$ cat config.mk
export PLATFORM = sky130hd
export DESIGN_NAME = instruction_fetch_unit
export DESIGN_NICKNAME = d
export VERILOG_FILES = /design/src/rtl/instruction_fetch_unit.sv
export SDC_FILE = /design/constraint.sdc
export NUM_CORES = 1
export LEC_CHECK = 0
export CAP_MARGIN = 20
export CORE_MARGIN = 8
export CORE_UTILIZATION = 38
export CTS_BUF_LIST = sky130_fd_sc_hd__clkbuf_8 sky130_fd_sc_hd__clkbuf_16
export CTS_CLUSTER_DIAMETER = 30
export DETAILED_ROUTE_END_ITERATION = 10
export PLACE_DENSITY_LB_ADDON = 0.3
export SYNTH_ARGS = -nofsm -noshare
export SYNTH_HDL_FRONTEND = slang
export SYNTH_SLANG_ARGS = --single-unit
$ cat constraint.sdc
create_clock -name clk -period 2.1 [get_ports clk]
set_clock_uncertainty 0.1 [all_clocks]
set_input_delay 0.63 -clock clk [delete_from_list [all_inputs] [get_ports clk]]
set_output_delay 0.63 -clock clk [all_outputs]
set_load 0.01 [all_outputs]
$ cat src/rtl/instruction_fetch_unit.sv
// Program counter and IF/ID pipeline register for the MIPS fetch stage.
// Drives the ROM byte address and registers the returned word together with PC+4.
// Picks the next PC from these sources: JR, then J/JAL, then a taken branch, then PC+4.
// Also handles stall, flush, bubbles on redirect and a sticky address-error flag.
module instruction_fetch_unit #(
  parameter int unsigned          DATA_WIDTH   = 32,
  parameter int unsigned          MEMORY_DEPTH = 64,
  parameter logic [DATA_WIDTH-1:0] RESET_PC    = 32'h0040_0000,
  parameter logic [DATA_WIDTH-1:0] NOP_WORD    = 32'h0000_0000
) (
  input  logic                  clk,
  input  logic                  reset,
  input  logic                  Stall_i,
  input  logic                  Flush_i,
  input  logic                  Branch_Taken_i,
  input  logic [DATA_WIDTH-1:0] Branch_Target_i,
  input  logic                  Jump_i,
  input  logic [25:0]           Jump_Index_i,
  input  logic                  Jr_i,
  input  logic [DATA_WIDTH-1:0] Jr_Target_i,
  input  logic [DATA_WIDTH-1:0] Instruction_i,
  output logic [DATA_WIDTH-1:0] PC_o,
  output logic [DATA_WIDTH-1:0] IF_ID_Instruction_o,
  output logic [DATA_WIDTH-1:0] IF_ID_PC_Plus4_o,
  output logic                  IF_ID_Valid_o,
  output logic                  Addr_Error_o
);

  localparam logic [DATA_WIDTH-1:0] PcStep = DATA_WIDTH'(4);
  // The window bounds are one bit wider, so the upper limit cannot overflow.
  localparam logic [DATA_WIDTH:0]   WinLo  = {1'b0, RESET_PC};
  localparam logic [DATA_WIDTH:0]   WinHi  = WinLo + (DATA_WIDTH + 1)'(4 * MEMORY_DEPTH);

  logic [DATA_WIDTH-1:0] pc_q, pc_d;
  logic [DATA_WIDTH-1:0] instr_q, instr_d;
  logic [DATA_WIDTH-1:0] pc4_q, pc4_d;
  logic                  valid_q, valid_d;
  logic                  err_q, err_d;

  logic [DATA_WIDTH-1:0] pc_plus4;
  logic [DATA_WIDTH-1:0] next_pc;
  logic                  redirect;
  logic                  in_range;
  logic                  misaligned;

  // Decode the fetch window and the prioritised next-PC source.
  always_comb begin
    pc_plus4   = pc_q + PcStep;
    in_range   = ({1'b0, pc_q} >= WinLo) && ({1'b0, pc_q} < WinHi) && (pc_q[1:0] == 2'b00);
    redirect   = Jr_i || Jump_i || Branch_Taken_i;
    if (Jr_i) begin
      next_pc = Jr_Target_i;
    end else if (Jump_i) begin
      next_pc = {pc4_q[DATA_WIDTH-1:28], Jump_Index_i, 2'b00};
    end else if (Branch_Taken_i) begin
      next_pc = Branch_Target_i;
    end else begin
      next_pc = pc_plus4;
    end
    misaligned = (next_pc[1:0] != 2'b00);
  end

  // Next-state for the PC, the IF/ID fields and the error flag.
  always_comb begin
    pc_d    = pc_q;
    instr_d = instr_q;
    pc4_d   = pc4_q;
    valid_d = valid_q;
    err_d   = err_q;
    // A redirect overrides a stall. Only a plain stall freezes everything.
    if (!Stall_i || redirect) begin
      pc_d  = {next_pc[DATA_WIDTH-1:2], 2'b00};
      pc4_d = pc_plus4;
      if (redirect || Flush_i || !in_range) begin
        instr_d = NOP_WORD;
        valid_d = 1'b0;
      end else begin
        instr_d = Instruction_i;
        valid_d = 1'b1;
      end
      if (!in_range || misaligned) begin
        err_d = 1'b1;
      end
    end
  end

  // Fetch state registers with a synchronous active-low reset.
  always_ff @(posedge clk) begin
    if (!reset) begin
      pc_q    <= RESET_PC;
      instr_q <= NOP_WORD;
      pc4_q   <= '0;
      valid_q <= 1'b0;
      err_q   <= 1'b0;
    end else begin
      pc_q    <= pc_d;
      instr_q <= instr_d;
      pc4_q   <= pc4_d;
      valid_q <= valid_d;
      err_q   <= err_d;
    end
  end

  assign PC_o                = pc_q;
  assign IF_ID_Instruction_o = instr_q;
  assign IF_ID_PC_Plus4_o    = pc4_q;
  assign IF_ID_Valid_o       = valid_q;
  assign Addr_Error_o        = err_q;

endmodule

# [Yosys cells after proc, flatten, opt, wreduce, memory -nomap -nowiden]
# Cells that the tools add are included.
[word_totals] out_inout_bits=98 register_bits=96 in_bits=129 elab_cells=24
[classes] n_reduce_logical=11 add_sub_neg=1 n_mux=5 order_cmp=2
[ops] op="$mux 32" n=4
[ops] op="$add 32x3->32 const B" n=1
[ops] op="$ge 32x23->1 const B" n=1
[ops] op="$lt 32x23->1 const B" n=1
[ops] op="$logic_or 1x1->1" n=6
[ops] op="$logic_not 1->1" n=2
[ops] op="$reduce_and 2->1" n=1
[ops] op="$reduce_bool 2->1" n=1
[ops] op="$logic_and 1x1->1" n=1
[ops] op="$mux 1" n=1

# [Logic depth before layout (Yosys ltp)]
# Gate-level depths: netlist (run 1).
[depth] ltp_word=7 depth_mapped=8

# [Least setup slack after synthesis (run 1)]
# No wires, ideal clock.
[synth_path] path_kind="input to register" start="input port Stall_i" end="register pc4_q[21], in the netlist IF_ID_PC_Plus4_o[21]" path_buffers=4 setup_time_ns=0.118 stages=7 path_slack_ns=-0.019 arrival_ns=1.901 cell_sequence="buf_2 or4b_1 clkbuf_1 buf_2 clkbuf_1 o21ai_0 nor2_1"
[synth_between] elab_chain_cells=2
[synth_lines] item="start: declaration" line_no="13" rtl="input logic Stall_i,"
[synth_lines] item="$logic_not 1->1" line_no="71" rtl="if (!Stall_i || redirect) begin"
[synth_lines] item="$logic_or 1x1->1" line_no="71"
[synth_lines] item="end signal: assignment" line_no="98" rtl="pc4_q <= pc4_d;"
[synth_lines] item="end: declaration" line_no="36" rtl="logic [DATA_WIDTH-1:0] pc4_q, pc4_d;"
# No other way between the ends.
# A chain may end at the register's enable or synchronous reset.

# [Worst setup path after layout (run 1)]
[layout_path] start="register pc_q[19], in the netlist PC_o[19]" end="output port PC_o[19]"
[layout_lines] item="start: declaration" line_no="34" rtl="logic [DATA_WIDTH-1:0] pc_q, pc_d;"
[layout_lines] item="start signal: assignment" line_no="96" rtl="pc_q <= pc_d;"
[layout_lines] item="end: declaration" line_no="22" rtl="output logic [DATA_WIDTH-1:0] PC_o,"
# No word-level cell between the ends.

==> key figures, run 1 <==
Power
  – VDD IR max: 417 µV
  – Leak: approximately 3.2 nW
  – Total power after layout: 4.60 mW
  – Pwr dens: 560 mW/mm²

Clocking
  – Hold_buf cts: 0
  – Max clock buf depth: 2
  – Clock Tree Root: clkbuf_16
  – CTS tree: done
  – Clock net sink count: 94
  – Clk pin slew, worst setup/hold paths: 0.07 ns
  – H-tree lvl count: 3
  – Cts bufs inserted: 9
  – Clk_lat worst skew: 0.35 ns

GRT
  – Pin count of the biggest net entering global routing: 48
  – GRT Overall Usage: 24.7%
  – Grt total ovfl: 0
  – Antenna violations before repair: 0
  – Vias in the first global route: 5,944
  – First-pass GRT wire length: approximately 32,000 µm

Min path
  – Hold Crit Class: flop to flop
  – End of the worst hold path: IF_ID_PC_Plus4_o[3]
  – WHS Path Cells: 2
  – Hold path start: IF_ID_PC_Plus4_o[3]

Yosys
  – #FFs+latches synth: 94
  – Syn Inst Count: 595
  – Sequential area share after synthesis: 38.4%
  – Proportion of synthesized area in mux cells: 1.02%
  – Mapped Area: 0.00490 mm²
  – Synth Area in Simple Gates: 20.8%
  – Synth Area in Compound Gates: between 20% and 30%
  – Largest cells by area after synthesis: dfxtp_1 (38%), nor2_1 (5.6%), a22oi_1 (5.5%), a21oi_1 (4.2%), o21ai_0 (3.4%)
  – Unique masters post-synth: 69
  – Top-count cell post-synth: dfxtp_1
  – Asr flop ratio synth: 0%
  – Post-synth top area share: 38.4%
  – Synth area leader: dfxtp_1
  – Post-synth top flop: dfxtp_1
  – Adder-Cell Fraction of Synth Area: less than 1%
  – Number of synthesized flops with an enable pin: 0
  – XOR/XNOR share of the synthesized area: approximately 4.5%
  – Synth top cells by count: dfxtp_1 (94), nor2_1 (73), a21oi_1 (41)
  – Main combinational cell family by area after synthesis: compound AO/OA/AOI/OAI gates
  – Avg Synthesized Cell Area: 8.24 µm²
  – Yosys warns: 0

Cells and area
  – Multi-input gate area: 0.00277 mm²
  – Nets: 977
  – Register area: ~0.0019 mm²
  – Final Cell Area: 0.00822 mm²
  – Layout fillers: 1,037
  – Layout cell share with drive strength beyond 1: 16.4%
  – Layout area overhead: 67.6%

Flow run
  – Max_cap viols: 0

Place
  – Post-DP HPWL: 16,000 µm
  – Placed Area: 0.00764 mm²
  – Port Buffers: between 200 and 250
  – RePlAce Congestion: around 0.9

Worst setup path
  – Critical Path End Type: primary output
  – Slowest-stage cell, CP: clkdlybuf4s50_1
  – Crit path buffers/inverters: 1
  – CP Class: flop to primary output
  – Crit start category: flop
  – R2r startpoint: PC_o[21]
  – CP arrival: 1.34 ns
  – Worst R2R End: IF_ID_Instruction_o[26]
  – R2r setup slk: 0.10 ns
  – Top delay family on crit path: buffers and inverters
  – Crit path cell chain: clkdlybuf4s50_1
  – CP required: ~1.4 ns
  – Largest stage delay, worst path: 0.57 ns
  – Critical path peak fanout: 7
  – FF-to-FF path depth: 8

STA
  – Fmax: 483 MHz
  – Fin. Hold Viols: 0
  – Unrepaired setup endpoints after global routing: no
  – Slew Limit Fails: 0
  – Final worst-path cycle share: between 90% and 100%
  – Minimum clock period: between 2 and 2.5 ns
  – Final setup fails: 0
  – Worst-margin pin slew: between 0.5 and 0.6 ns
  – Relative slew margins: about three fifths

Detailed routing
  – Antenna Nets Post-Route: 0
  – Vias: 5,929
  – Initial detailed-routing violation count: 515
  – Mean routed wirelength per cell: 21.0 µm
  – Final WL: around 21,000 µm
  – DRT Pass-1 Iters: 5
  – Residual DRC: 0
  – Vias per std cell: 5.80

Floorplanning
  – Ports: 227
  – Die span in x: 130 µm
  – Initial core utilization: 38.8%
  – Die footprint: roughly 0.017 mm²
  – Core area: 0.0126 mm²
  – Die Ht: between 100 and 150 µm
  – Row count: 41

Status
  – Outcome: completed
worst max-delay path by stage:
stage / start / endpoint / slack (ns) / depth (start not counted)
after floorplan: Stall_i / PC_o[22] / 0.006 / 8
after global placement: Stall_i / PC_o[11] / -0.60 / 7
after detailed placement: Jump_i / PC_o[11] / -0.62 / 7
after CTS: PC_o[7] / PC_o[7] / 0.00009 / 1
after global routing: PC_o[15] / PC_o[15] / 0.003 / 1
final: PC_o[19] / PC_o[19] / 0.03 / 1
cells in the final DEF (no fill, tap or decap), types with 14 or more instances in the layout:
cell	count
clkdlybuf4s50_1	201
dfxtp_2	14
o221ai_1	14
nor2_1	71
o21ai_0	32
a211oi_1	15
xnor2_1	15
nand3_1	20
a22oi_1	34
a21oi_1	41
buf_4	58
dfxtp_1	76
nand2_1	30
through the flow:
step / std cells / setup TNS (ns) / utilization (%) / hold WS [ns] / worst slack [ns]
CTS: 1021 / 0 / 64.6 / 0.362 / 0.0000920
global placement: 995 / -41.84 / 60.6 / 0.343 / -0.599
global route: 1022 / 0 / 65.1 / 0.390 / 0.00291
finish: 1023 / 0 / 65.1 / 0.356 / 0.0275
detailed placement: 995 / -44.75 / 60.6 / 0.352 / -0.623
floorplan: 598 / 0 / - / 0.376 / 0.00649
registers in the layout (all words and copies together), names as in the netlist:
name                 cells
IF_ID_Instruction_o     32
IF_ID_PC_Plus4_o        30
PC_o                    30
Addr_Error_o             1
IF_ID_Valid_o            1
report_power, final:
| part | switching (mW) | internal, mW |
|---|---|---|
| combinational | 0.459 | 0.582 |
| sequential | 0.112 | 1.88 |
| clock | 0.738 | 0.832 |
tightest hold or removal path, stage by stage (launching register included):
cell and delay [ns]:
dfxtp_1 0.31, nand2_1 0.05, a21oi_1 0.05
cell families (layout without fill, tap and decap cells):
kind of cell    Yosys count  in the layout
buf+inv                  73            325
xor+xnor                 25             25
mux                       5              5
other cells               1              5
fa+ha+maj                 2              2
flops                    94             94
compound gates          200            200
simple gates            195            195
per-layer routing:
| layer | GRT usage [%] | vias up | wire, µm |
|---|---|---|---|
| li1 | - | 2718 | - |
| met3 | 7.85 | 65 | 2260 |
| met5 | 0 | - | 0 |
| met1 | 27.7 | 2786 | 8170 |
| met4 | 11.2 | 0 | 778 |
| met2 | 41.8 | 360 | 10200 |
cell type report:
| type | count | share of cell area (%) |
|---|---|---|
| Timing Repair Buffer | 297 | 36.5 |
| Multi-Input combinational cell | 431 | 33.6 |
| Sequential cell | 94 | 23.3 |
| Clock buffer | 10 | 2.91 |
| Tap cell | 172 | 2.62 |
| Inverter | 13 | 0.594 |
| Clock inverter | 5 | 0.426 |
| Antenna cell | 1 | 0.0305 |
timing repair:
action                                  4_1_cts  5_1_grt
cloned                                        4        1
endpoints found under the setup margin      114       42
setup buffers                                 7        0
pin swaps                                     2        7
gates resized for setup                      52       18
No activity file was read; power rests on OpenSTA's default activity.
==> inputs of run 2 (changes only) <==
--- a/config.mk
+++ b/config.mk
@@ -6,6 +6,7 @@
 export NUM_CORES = 1
 export LEC_CHECK = 0
 export CAP_MARGIN = 20
+export CORE_ASPECT_RATIO = 1.2
 export CORE_MARGIN = 8
 export CORE_UTILIZATION = 38
 export CTS_BUF_LIST = sky130_fd_sc_hd__clkbuf_8 sky130_fd_sc_hd__clkbuf_16
==> run 2 against run 1 <==
Net effect:
- worst setup slack improved by 0.0018 ns
- global-route usage rose by 0.29 points
- wire length rose by 2.1%
- total power rose by 5.8%
- sequential share of layout area barely moved
- cell area fell by 0.26%
- highest routed layer unchanged
==> key figures, run 2 (same netlist as run 1, synthesis figures left out) <==
Power
  – Pwr dens: 594 mW/mm² (+6.0%)
  – VDD IR max: 437 µV (+4.8%)
  – Reg power frac: 40.9% (-2.4 points)
  – P_sw: 1.33 mW (+1.6%)
  – Switching Fraction: 27.3% (-1.1 points)
  – Total power after layout: 4.86 mW (+5.8%)
  – Clock share of power: 37.4% (+3.3 points)
  – Logic gate share of total power: 21.7% (-0.9 points)
  – Leak: 3.12 nW (-1.5%)
  – Int Pwr: 3.54 mW (+7.4%)

Worst setup path
  – R2r startpoint: PC_o[7]
  – Critical path peak fanout: 3 (-4)
  – Crit path buffers/inverters: 1 (unchanged)
  – Worst Setup SP: PC_o[28]
  – Setup crit end: PC_o[28]
  – CP Class: flop to primary output
  – Slowest-stage cell, CP: clkdlybuf4s50_1
  – R2r setup slk: 0.10 ns (about the same)
  – Stages on worst setup path: 1 (unchanged)
  – Worst R2R End: PC_o[20]
  – Crit path cell chain: clkdlybuf4s50_1
  – Crit start category: flop
  – CP arrival: 1.34 ns (about the same)
  – CP required: 1.37 ns (about the same)
  – Top delay family on crit path: buffers and inverters
  – Largest stage delay, worst path: 0.58 ns (about the same)
  – FF-to-FF path depth: 6 (-2)
  – Critical Path End Type: primary output

Floorplanning
  – Die Ht: 140 µm (+8.4%)
  – Initial core utilization: 38.9% (about the same)
  – Die footprint: 0.0168 mm² (about the same)
  – Core area: 0.0126 mm² (about the same)
  – Ports: 227 (unchanged)
  – Die span in x: 120 µm (-7.6%)
  – Row count: 45 (+9.8%)

Detailed routing
  – Initial detailed-routing violation count: 370 (-28%)
  – Vias: 5,947 (+0.30%)
  – Vias per std cell: 5.86 (+1.2%)
  – Antenna Nets Post-Route: 0 (unchanged)
  – DRT Pass-1 Iters: 7 (+2)
  – Residual DRC: 0 (unchanged)
  – Mean routed wirelength per cell: 21.6 µm (+3.0%)
  – Final WL: 21,900 µm (+2.1%)

Flow run
  – Max_cap viols: 0 (unchanged)

Clocking
  – CTS tree: done
  – Clk_lat worst skew: 0.35 ns (about the same)
  – Cts bufs inserted: 9 (unchanged)
  – H-tree lvl count: 3 (unchanged)
  – Max clock buf depth: 2 (unchanged)
  – Clock Tree Root: clkbuf_16
  – Clk pin slew, worst setup/hold paths: 0.07 ns (about the same)
  – Clock net sink count: 94 (unchanged)

Status
  – Outcome: completed

Cells and area
  – Layout cell share with drive strength beyond 1: 16.4% (unchanged)
  – Nets: 976 (-0.10%)
  – Flip-flop count of the largest register after layout: 32 (unchanged)
  – Final Cell Area: 0.00820 mm² (-0.26%)
  – Layout area overhead: 67.2%
  – Most common cell after layout, fill and taps aside: clkdlybuf4s50_1
  – Diode count: 0 (-1)
  – Most frequent cells in the layout: clkdlybuf4s50_1 (203), dfxtp_1 (78), nor2_1 (71)
  – Fin cells: 1,014 (-0.88%)

GRT
  – First-pass GRT wire length: 33,500 µm (+3.5%)
  – Antenna violations before repair: 0 (unchanged)
  – GRT Overall Usage: 24.9% (+0.29 points)
  – Pin count of the biggest net entering global routing: 54 (+13%)
  – Vias in the first global route: 6,096 (+2.6%)
  – Grt total ovfl: 0 (unchanged)

STA
  – Fin. Hold Viols: 0 (unchanged)
  – Setup TNS: 0 ns (unchanged)
  – Final worst-path cycle share: 98.6% (about the same)
  – Slew Limit Fails: 0 (unchanged)
  – Minimum hold slack: 0.364 ns (+0.00807 ns)
  – Minimum clock period: 2.07 ns (-0.00178 ns)
  – Final setup fails: 0 (unchanged)
  – Fmax: 483 MHz (about the same)
  – Unrepaired setup endpoints after global routing: no

Place
  – Placed Area: 0.00764 mm² (about the same)
  – Port Buffers: 222 (unchanged)
  – Post-DP HPWL: 16,300 µm (+2.0%)
  – RePlAce Congestion: 0.929 (+2.8%)
  – Placed insts: 989 (-0.60%)

Min path
  – Hold Crit Class: flop to flop
## run 2: through the flow
stage | worst slack [ns] | util, %
after detailed placement | -0.666 | 60.6
after global placement | -0.580 | 60.6
final | 0.0293 | 65.0
after CTS | 0.0131 | 64.6
after global routing | 0.00219 | 65.0
after floorplan | 0.00649 | -
## run 2: power by group through the flow
| stage | Sequential, mW | Combinational, mW | Clock, mW |
|---|---|---|---|
| CTS | 1.98 | 1.04 | 1.81 |
| floorplan | 2.03 | 0.368 | 0 |
| finish | 1.99 | 1.06 | 1.82 |
| detailed placement | 2.02 | 1.04 | 0 |
| global route | 2.00 | 1.12 | 1.90 |
| global placement | 2.01 | 1.02 | 0 |
## run 2: what timing repair did
| action | in CTS | in global routing |
|---|---|---|
| setup buffers | 6 | 0 |
| gates cloned | 3 | 0 |
| pin swaps | 4 | 5 |
| hold buffers | 0 | 0 |
| gates resized for setup | 54 | 16 |
| setup endpoints to repair | 112 | 42 |
## run 2: area by class of cell
| cell class | instances | area, µm² |
|---|---|---|
| Clock inverter | 6 | 86.3 |
| Tap cell | 164 | 205 |
| Clock buffer | 10 | 239 |
| Inverter | 13 | 48.8 |
| Fill cell | 1047 | 4420 |
| Timing Repair Buffer | 296 | 2910 |
| Multi-Input combinational cell | 431 | 2790 |
| Sequential cell | 94 | 1910 |
## run 2: worst min-delay path by stage
stage / startpoint / to / slack [ns] / depth (start not counted)
2_1_floorplan: IF_ID_PC_Plus4_o[3] / IF_ID_PC_Plus4_o[3] / 0.38 / 2
3_3_place_gp: IF_ID_PC_Plus4_o[3] / IF_ID_PC_Plus4_o[3] / 0.34 / 2
3_5_place_dp: IF_ID_PC_Plus4_o[3] / IF_ID_PC_Plus4_o[3] / 0.35 / 2
4_1_cts: IF_ID_PC_Plus4_o[3] / IF_ID_PC_Plus4_o[3] / 0.36 / 2
5_1_grt: IF_ID_PC_Plus4_o[3] / IF_ID_PC_Plus4_o[3] / 0.40 / 2
6_report: IF_ID_PC_Plus4_o[3] / IF_ID_PC_Plus4_o[3] / 0.36 / 2
## run 2: layer usage
metal / vias up / share of wire, % / track usage (%)
met4: 0 / 2.0 / 6.98
met2: 346 / 49 / 43.0
li1: 2711 / - / -
met1: 2847 / 39 / 28.4
met3: 43 / 10 / 8.81
met5: - / 0 / 0
